`src/rtl/otp_disp_capture.sv`:
```
// Capture side of the OTP display path: decodes the scanned seven-segment digits,
// qualifies them by stability and emits {otp,user} byte frames on a valid/ready port.
module otp_disp_capture #(
  parameter int STABLE_CYCLES = 4
) (
  input  logic       clk,
  input  logic       reset,
  input  logic [6:0] lfsr_out,
  input  logic [6:0] user_out,
  input  logic [1:0] an,
  output logic       frame_valid,
  input  logic       frame_ready,
  output logic [7:0] otp_byte,
  output logic [7:0] user_byte,
  output logic       match,
  output logic       seg_err,
  output logic [7:0] overrun_cnt
);

  localparam logic [7:0] STABLE_LAST = 8'(STABLE_CYCLES);
  localparam logic [7:0] STABLE_M1   = 8'(STABLE_CYCLES - 1);

  typedef enum logic [1:0] {WAIT_D0, WAIT_D1, EMIT} state_t;

  // Returns {valid, nibble} for an active-low segment pattern.
  function automatic logic [4:0] f_decode(input logic [6:0] seg_n);
    logic [6:0] seg;
    seg = ~seg_n;
    case (seg)
      7'h3F:   f_decode = {1'b1, 4'h0};
      7'h06:   f_decode = {1'b1, 4'h1};
      7'h5B:   f_decode = {1'b1, 4'h2};
      7'h4F:   f_decode = {1'b1, 4'h3};
      7'h66:   f_decode = {1'b1, 4'h4};
      7'h6D:   f_decode = {1'b1, 4'h5};
      7'h7D:   f_decode = {1'b1, 4'h6};
      7'h07:   f_decode = {1'b1, 4'h7};
      7'h7F:   f_decode = {1'b1, 4'h8};
      7'h6F:   f_decode = {1'b1, 4'h9};
      7'h77:   f_decode = {1'b1, 4'hA};
      7'h7C:   f_decode = {1'b1, 4'hB};
      7'h39:   f_decode = {1'b1, 4'hC};
      7'h5E:   f_decode = {1'b1, 4'hD};
      7'h79:   f_decode = {1'b1, 4'hE};
      7'h71:   f_decode = {1'b1, 4'hF};
      default: f_decode = 5'h00;
    endcase
  endfunction

  function automatic logic f_valid(input logic [6:0] seg_n);
    logic [4:0] d;
    d = f_decode(seg_n);
    return d[4];
  endfunction

  logic [1:0] r_an, r_an_prev;
  logic [6:0] r_lfsr, r_lfsr_prev, r_user, r_user_prev;
  logic [7:0] r_cnt;
  logic       r_seg_err;
  state_t     r_state;
  logic       r_frame_valid, r_match;
  logic [7:0] r_otp_byte, r_user_byte, r_overrun;

  logic [4:0] w_lfsr_dec, w_user_dec;
  logic       w_an_ok, w_smp_ok, w_same, w_accept;
  logic       w_pin_an_ok, w_pin_ok, w_pin_diff;
  logic       w_emit;
  logic [1:0] w_acc, w_got;
  logic [7:0] w_dig_otp, w_dig_user;

  assign w_lfsr_dec = f_decode(r_lfsr);
  assign w_user_dec = f_decode(r_user);
  assign w_an_ok    = (r_an == 2'b10) || (r_an == 2'b01);
  assign w_smp_ok   = w_an_ok & w_lfsr_dec[4] & w_user_dec[4];
  assign w_same     = ({r_an, r_lfsr, r_user} == {r_an_prev, r_lfsr_prev, r_user_prev});
  // Fires exactly once per stable run: on the step from STABLE-1 to STABLE.
  assign w_accept   = w_smp_ok & w_same & (r_cnt == STABLE_M1);

  // Error detection looks at the pins so the pulse lands one cycle after the bad
  // pattern appears; it re-fires only when the sampled pattern changes.
  assign w_pin_an_ok = (an == 2'b10) || (an == 2'b01);
  assign w_pin_ok    = f_valid(lfsr_out) & f_valid(user_out);
  assign w_pin_diff  = ({an, lfsr_out, user_out} != {r_an, r_lfsr, r_user});

  always_ff @(posedge clk or posedge reset) begin
    if (reset) begin
      r_an        <= '0;
      r_lfsr      <= '0;
      r_user      <= '0;
      r_an_prev   <= '0;
      r_lfsr_prev <= '0;
      r_user_prev <= '0;
      r_seg_err   <= 1'b0;
    end else begin
      r_an        <= an;
      r_lfsr      <= lfsr_out;
      r_user      <= user_out;
      r_an_prev   <= r_an;
      r_lfsr_prev <= r_lfsr;
      r_user_prev <= r_user;
      r_seg_err   <= w_pin_an_ok & ~w_pin_ok & w_pin_diff;
    end
  end

  always_ff @(posedge clk or posedge reset) begin
    if (reset)
      r_cnt <= '0;
    else if (!w_smp_ok)
      r_cnt <= '0;
    else if (!w_same)
      r_cnt <= 8'd1;
    else if (r_cnt != STABLE_LAST)
      r_cnt <= r_cnt + 8'd1;
  end

  genvar gi;
  for (gi = 0; gi < 2; gi++) begin : g_slot
    localparam logic [1:0] AN_SEL = (gi == 0) ? 2'b10 : 2'b01;
    logic [3:0] r_otp, r_usr;
    logic       r_got;

    assign w_acc[gi] = w_accept & (r_an == AN_SEL);

    always_ff @(posedge clk or posedge reset) begin
      if (reset) begin
        r_otp <= '0;
        r_usr <= '0;
        r_got <= 1'b0;
      end else if (w_acc[gi]) begin
        r_otp <= w_lfsr_dec[3:0];
        r_usr <= w_user_dec[3:0];
        r_got <= 1'b1;
      end
    end

    assign w_dig_otp[gi*4 +: 4]  = r_otp;
    assign w_dig_user[gi*4 +: 4] = r_usr;
    assign w_got[gi]             = r_got;
  end

  assign w_emit = (r_state == EMIT) & w_got[1];

  always_ff @(posedge clk or posedge reset) begin
    if (reset) begin
      r_state       <= WAIT_D0;
      r_frame_valid <= 1'b0;
      r_otp_byte    <= '0;
      r_user_byte   <= '0;
      r_match       <= 1'b0;
      r_overrun     <= '0;
    end else begin
      case (r_state)
        WAIT_D0: if (w_acc[0]) r_state <= WAIT_D1;
        WAIT_D1: if (w_acc[1] && w_got[0]) r_state <= EMIT;
        EMIT:    r_state <= WAIT_D0;
        default: r_state <= WAIT_D0;
      endcase

      // A handshake in the EMIT cycle frees the register, so the new frame loads.
      if (w_emit) begin
        if (!r_frame_valid || frame_ready) begin
          r_frame_valid <= 1'b1;
          r_otp_byte    <= w_dig_otp;
          r_user_byte   <= w_dig_user;
          r_match       <= (w_dig_otp == w_dig_user);
        end else if (r_overrun != 8'hFF) begin
          r_overrun <= r_overrun + 8'd1;
        end
      end else if (r_frame_valid && frame_ready) begin
        r_frame_valid <= 1'b0;
      end
    end
  end

  assign frame_valid = r_frame_valid;
  assign otp_byte    = r_otp_byte;
  assign user_byte   = r_user_byte;
  assign match       = r_match;
  assign seg_err     = r_seg_err;
  assign overrun_cnt = r_overrun;

endmodule

```
`config.mk`:
```
export PLATFORM = sky130hd
export DESIGN_NAME = otp_disp_capture
export DESIGN_NICKNAME = d
export VERILOG_FILES = /design/src/rtl/otp_disp_capture.sv
export SDC_FILE = /design/constraint.sdc
export NUM_CORES = 1
export LEC_CHECK = 0
export CAP_MARGIN = 20
export CELL_PAD_IN_SITES_DETAIL_PLACEMENT = 1
export CELL_PAD_IN_SITES_GLOBAL_PLACEMENT = 1
export CORE_MARGIN = 2
export CORE_UTILIZATION = 49
export DETAILED_ROUTE_END_ITERATION = 6
export GPL_TIMING_DRIVEN = 0
export PLACE_DENSITY_LB_ADDON = 0.1
export SLEW_MARGIN = 10
export SYNTH_ARGS = -nofsm -noshare
export SYNTH_HDL_FRONTEND = slang
export SYNTH_SLANG_ARGS = --single-unit
```
`constraint.sdc`:
```
create_clock -name clk -period 7.34 [get_ports clk]
set_input_delay 0.734 -clock clk [delete_from_list [all_inputs] [get_ports clk]]
set_output_delay 0.734 -clock clk [all_outputs]
set_load 0.1 [all_outputs]
```
==> results of run 1 <==
==> area by class of cell <==
| class | instances | area, µm² | area share, % |
|---|---|---|---|
| plain buffers | 22 | 116.4 | 2.191 |
| clock buffers | 9 | 123.9 | 2.333 |
| clock inverters | 7 | 56.30 | 1.060 |
| inverters | 20 | 77.57 | 1.461 |
| multi-input cells | 290 | 2142 | 40.34 |
| flip-flops and latches | 87 | 2177 | 41.00 |
| well taps | 111 | 138.9 | 2.615 |
| repair buffers | 46 | 478.0 | 9.001 |
==> cells in the mapped netlist (2+ instances only) <==
cell type  number
o311a_1         3
nor3b_1         3
buf_2          12
nand3_1        11
mux2_2         32
xor2_1         46
a22oi_1         4
a211oi_1        3
a31oi_1         4
or3_1           4
xnor2_1        10
ha_1            5
clkbuf_1        7
o22ai_1         2
inv_1          20
and3_1          6
nor3_1         13
o211ai_1        2
a21oi_1        11
o21ai_0        12
buf_6           2
nand4_1         6
dfrtp_1        87
nand3b_1        4
o32ai_1         3
mux2i_1         2
nor2b_1         3
o21a_1          4
nor4_1         12
or2_2           2
nor4bb_1        3
nand2_1        16
nor2_1         33
nand2b_1        4
and4bb_2        2
==> power by group through the flow <==
stage / Clock, mW / Sequential, mW / Combinational, mW
floorplan: 0 / 0.509 / 0.0617
global placement: 0 / 0.507 / 0.0971
detailed placement: 0 / 0.507 / 0.102
CTS: 0.317 / 0.498 / 0.103
global route: 0.335 / 0.499 / 0.112
finish: 0.307 / 0.498 / 0.102
==> cell usage in the layout, fill, tap and decap left out, drive strengths merged, types with 13 or more instances in the layout <==
| cell type | Yosys | routed |
|---|---|---|
| nand2 | 16 | 16 |
| buf | 15 | 16 |
| clkdlybuf4s50 | 0 | 45 |
| nor2 | 34 | 34 |
| dfrtp | 87 | 87 |
| inv | 20 | 22 |
| nor3 | 13 | 13 |
| nor4 | 13 | 13 |
| clkbuf | 7 | 16 |
| mux2 | 32 | 32 |
| xor2 | 46 | 46 |
==> final timing paths <==
| path | start | to | slack [ns] | depth (start not counted) |
|---|---|---|---|---|
| max in group asynchronous | reset | r_user_prev[2] | 5.96 | 3 |
| setup reg to reg | r_user[6] | g_slot[1].r_otp[1] | 4.00 | 7 |
| hold / removal | r_lfsr[3] | r_lfsr_prev[3] | 0.38 | 0 |
| hold reg to reg | r_lfsr[3] | r_lfsr_prev[3] | 0.38 | 0 |
| min in group asynchronous | reset | r_cnt[7] | 0.77 | 2 |
| setup / recovery | r_user[6] | g_slot[1].r_otp[1] | 4.00 | 7 |
==> metrics by stage <==
step | hold WS [ns] | std cells
final | 0.3792 | 592
after global routing | 0.3990 | 592
after CTS | 0.3824 | 592
after detailed placement | 0.3617 | 576
after global placement | 0.3557 | 575
after floorplan | 0.3487 | 419
==> kinds of logic after synthesis <==
| group | count (synthesis) | share of synthesized area (%) |
|---|---|---|
| muxes | 34 | 8.433 |
| adders and majority gates | 5 | 1.387 |
| xor gates and xnor gates | 56 | 10.87 |
| DFF | 87 | 48.27 |
| buffers and inverters | 42 | 4.244 |
| AOI/OAI and AO/OA | 61 | 9.542 |
| and+or+nand+nor | 134 | 17.25 |
==> layer usage <==
layer / vias up / part of all wire (%) / wire [µm]
met1: 1733 / 44 / 4641
met2: 73 / 52 / 5440
met4: 0 / 1.3 / 139
met3: 10 / 2.5 / 267
met5: - / 0 / 0
li1: 1601 / - / -
==> registers in the layout (all words and copies together), names as in the netlist <==
signal,count
frame_valid,1
g_slot.r_got,2
g_slot.r_otp,8
g_slot.r_usr,8
match,1
otp_byte,8
overrun_cnt,8
r_an,2
r_an_prev,2
r_cnt,8
r_lfsr,7
r_lfsr_prev,7
r_state,2
r_user,7
r_user_prev,7
seg_err,1
user_byte,8
==> out/metrics.cfg, run 1 <==
[final_layout]
fin_nets=500
area_delta_synth_final_pct=17.73
final_util_pct=58.58
drive_gt1_share_pct=15.80
design_area_um2=5310
nFillCells=983
antenna_cells=0

[worst_setup_path]
worst-path-buf-inv=1
cp_top_family=simple AND/OR/NAND/NOR gates
slowest_stage=dfrtp_1
slowest_delay_ns=0.50
crit_arrival_ns=3.58
worstPathCellList=clkbuf_1 -> xor2_1 -> nor4_1 -> nand4_1 -> a311o_1 -> nor2_2 -> mux2_2
worstPathMaxFanout=10
cp.required_ns=7.58
start_kind=flip-flop
end_kind=flip-flop
crit_type=flip-flop to flip-flop

[clock_tree]
cts_buffer_depth=2
clk_latency_ns=0.36
cts_setup_buffers=0
htreeDepth=3
cts_resized=0
hold_buffers=0
numCtsBuffers=9
cts_root_buf=clkbuf_8
clkSinkCount=87
clk_pin_slew_worst_paths_ns=0.09
cts_tree=done

[synth]
synth_cells=419
yosys_warnings=0
ys_types=61
synth_area_leader_cell=dfrtp_1
ys_seq_elements=87
ys_seq_area_share_pct=48.27
yosysTopAreaCellShare_pct=48.27
netlist_top_cells_area=dfrtp_1 48%, xor2_1 8.9%, mux2_2 8.0%
synth_edf_count=0
synth_nets=443
netlist_area_um2=4511
syn_avg_cell_area_um2=10.77
ys.flop_type=dfrtp_1
async_flop_share_pct=100.0

[timing]
rsz0062_at_grt=false
slew_violations=0
setup_viol=0
finClkSkew_ns=0.01440
worst_pin_slew_ns=0.9963
period_needed_ns=3.342
fmax_mhz=299.2
timing.setup.tns_ns=0
fin_crit_sh_pct=45.53
slew_headroom_pct=33.37
setup_ws_ns=3.998
finalHoldViolCount=0

[global_route]
antenna_found_initial=0
busiest_layer=met2
grt_util_met2_pct=38.88
grt_pass1_vias=3481
grt_max_degree=50
gr-total-overflow=0
grtUsageTotal_pct=21.86
use_met1_pct=27.68
use_met3_pct=2.716
grt_first_pass_wirelength_um=17210

[power]
ir_drop_uv=81.95
pwr-share-clk_pct=33.9
p_comb_share_pct=11.3
p_seq_share_pct=54.9
p_switching_mw=0.2530
power_mw=0.9073
power.leakage_nw=2.375
sw_frac_of_total_pct=27.88
power_density_nw_per_um2=170.9
internal_power_mw=0.6544

[floorplan]
initial_core_util_pct=49.76
fp.coreArea_um2=9065
die_y_um=99.95
row_count=35
die_w_um=99.95
ioPinCount=46
die-area_um2=9989

[routing]
drt.antenna.violating_nets=0
vias=3417
wl_um=10490
wl_per_cell_um=17.72
first_pass_iters=4
drc=0
via_per_inst=5.772
initialDrtViolationCount=59

[flow_run]
max_cap_violations=0

[placed_design]
dp_hpwl_um=7695
portBuffers=45
dp_slack_ns=4.011
dpl_cell_area_um2=5130
gp_congestion=0.8308

[outcome]
status=completed

[min_path]
min_path_type=flip-flop to flip-flop

Power figures use the tool's default switching activity.
==> run 2, diff against run 1 <==
--- a/config.mk
+++ b/config.mk
@@ -9,7 +9,7 @@
 export CELL_PAD_IN_SITES_DETAIL_PLACEMENT = 1
 export CELL_PAD_IN_SITES_GLOBAL_PLACEMENT = 1
 export CORE_MARGIN = 2
-export CORE_UTILIZATION = 49
+export CORE_UTILIZATION = 45
 export DETAILED_ROUTE_END_ITERATION = 6
 export GPL_TIMING_DRIVEN = 0
 export PLACE_DENSITY_LB_ADDON = 0.1
==> constraint.sdc (replaced) <==
create_clock -name clk -period 3.5 [get_ports clk]
set_input_delay 0.35 -clock clk [delete_from_list [all_inputs] [get_ports clk]]
set_output_delay 0.35 -clock clk [all_outputs]
set_load 0.1 [all_outputs]
==> run 2 against run 1 <==
  * Cell area grew 1.0%
  * Fmax up 7.1%
  * Routed wire length shrank 0.54%
  * Via count is 1.5% lower
  * Combinational power up 110%
  * Hold slack improved by 0.0030 ns
  * Register-to-register slack lost 3.6 ns
  * Clock skew about the same
  * Critical endpoint is now g_slot[1].r_otp[3]
  * Largest cell class unchanged
  * Largest power group unchanged
==> out/metrics.cfg, run 2 (synthesized netlist as in run 1, its figures left out) <==
[floorplan]
die_y_um=104.1  ; +4.2%
die-area_um2=10840  ; +8.5%
ioPinCount=46  ; unchanged
die_w_um=104.1  ; +4.2%
row_count=36  ; +2.9%
fp.coreArea_um2=9729  ; +7.3%
initial_core_util_pct=46.36  ; -3.4 points

[clock_tree]
clk_pin_slew_worst_paths_ns=0.09  ; about the same
numCtsBuffers=9  ; unchanged
cts_tree=done
clkSinkCount=87  ; unchanged
cts_root_buf=clkbuf_8
clk_latency_ns=0.36  ; about the same
htreeDepth=3  ; unchanged
cts_buffer_depth=2  ; unchanged

[timing]
timing.setup.tns_ns=0  ; unchanged
setup_ws_ns=0.3795  ; -3.618 ns
rsz0062_at_grt=false
period_needed_ns=3.121  ; -0.2216 ns
setup_viol=0  ; unchanged
worst_pin_slew_ns=0.9862  ; -0.01013 ns
slew_headroom_pct=34.05  ; +0.68 points
finClkSkew_ns=0.01489  ; +0.0004849 ns
fin_crit_sh_pct=89.16  ; +44 points
fmax_mhz=320.5  ; +7.1%
slew_violations=0  ; unchanged
finalHoldViolCount=0  ; unchanged

[routing]
via_per_inst=5.480  ; -5.1%
wl_per_cell_um=16.99  ; -4.1%
wl_um=10430  ; -0.54%
drt.antenna.violating_nets=0  ; unchanged
vias=3365  ; -1.5%
initialDrtViolationCount=70  ; +19%
drc=0  ; unchanged
first_pass_iters=4  ; unchanged

[final_layout]
fin_nets=500  ; unchanged
final_cell_mix=87 x dfrtp_1, 46 x xor2_1, 45 x clkdlybuf4s50_1
drive_gt1_share_pct=16.01  ; +0.21 points
antenna_cells=0  ; unchanged
final_util_pct=55.13  ; -3.4 points
layout.cells.non_filler=614  ; +3.7%
final_common_cell=dfrtp_1
area_delta_synth_final_pct=18.92

[placed_design]
gp_congestion=0.8519  ; +2.5%
dp_cells=598  ; +3.8%
portBuffers=45  ; unchanged
dp_hpwl_um=7691  ; about the same
dp_slack_ns=0.1815  ; -3.829 ns

[worst_setup_path]
crit_type=flip-flop to flip-flop
crit_arrival_ns=3.36  ; -0.22 ns
end_kind=flip-flop
cp.required_ns=3.74  ; -3.84 ns
worstPathMaxFanout=10  ; unchanged
start_kind=flip-flop

[power]
power_density_nw_per_um2=368.9  ; +120%
power_mw=1.979  ; +120%
ir_drop_uv=156.2  ; +91%
power.leakage_nw=2.400  ; +1.0%

[global_route]
grtUsageTotal_pct=20.55  ; -1.3 points
grt_first_pass_wirelength_um=17940  ; +4.3%
grt_pass1_vias=3518  ; +1.1%
grt_max_degree=47  ; -6.0%
gr-total-overflow=0  ; unchanged
antenna_found_initial=0  ; unchanged

[flow_run]
max_cap_violations=0  ; unchanged

[min_path]
min_path_type=flip-flop to flip-flop

[outcome]
status=completed

-- run 2: cell count changes in the layout (fill, tap and decap cells not counted) --
| cell | previous run | this run |
|---|---|---|
| clkinv_4 | 1 | 3 |
| clkinvlp_4 | 4 | 1 |
| bufinv_16 | 0 | 1 |
| clkbuf_2 | 0 | 1 |
| clkbuf_1 | 7 | 6 |
-- run 2: what timing repair did --
| item | in CTS | in global routing |
|---|---|---|
| gates resized for setup | 0 | 2 |
| hold buffers | 0 | 0 |
| setup buffers | 0 | 0 |
| setup endpoints to repair | 0 | 7 |
-- run 2: worst max-delay path, stage by stage, from the launching register on --
cell and delay [ns]:
dfrtp_1 0.53, clkbuf_2 0.33, xor2_1 0.15, nor4_1 0.38, nand4_1 0.36, a311o_1 0.50
nor2_2 0.37, mux2_2 0.39
-- run 2: area by class of cell --
type | count | area [µm²]
multi-input combinational | 290 | 2142
clock inverter | 7 | 81.33
tap | 133 | 166.4
inverter | 20 | 77.57
clock buffer | 9 | 123.9
timing repair buffer | 46 | 478.0
fill | 1094 | 4365
sequential | 87 | 2177
buffer | 22 | 117.6
-- run 2: path summary, 6_finish.rpt --
check                           from            endpoint  slack (ns)  depth (start not counted)
min in group asynchronous      reset               match        0.41                          2
min reg2reg                r_user[3]      r_user_prev[3]        0.38                          0
min                        r_user[3]      r_user_prev[3]        0.38                          0
max                        r_user[6]  g_slot[1].r_otp[3]        0.38                          7
max reg2reg                r_user[6]  g_slot[1].r_otp[3]        0.38                          7
max in group asynchronous      reset        r_an_prev[0]        2.48                          3
-- run 2: stage by stage --
step / hold WS (ns) / area [µm²]
floorplan: 0.3487 / 4511
global placement: 0.3573 / 5127
detailed placement: 0.3656 / 5157
CTS: 0.3860 / 5363
global route: 0.3990 / 5364
finish: 0.3822 / 5364
-- run 2: power by group --
part	switching (mW)	leakage [nW]	internal (mW)	total, mW
Sequential	0.0200	1.13	1.02	1.04
Clock	0.382	0.100	0.339	0.721
Combinational	0.129	1.17	0.0844	0.213
-- run 2: routing by layer --
layer | vias to the layer above | wire [µm] | part of all wire, % | global-route usage [%]
li1 | 1607 | - | - | -
met1 | 1690 | 4645 | 45 | 25.90
met2 | 56 | 5404 | 52 | 37.08
met3 | 12 | 246 | 2.4 | 2.506
met4 | 0 | 134 | 1.3 | 5.888
met5 | - | 0 | 0 | 0
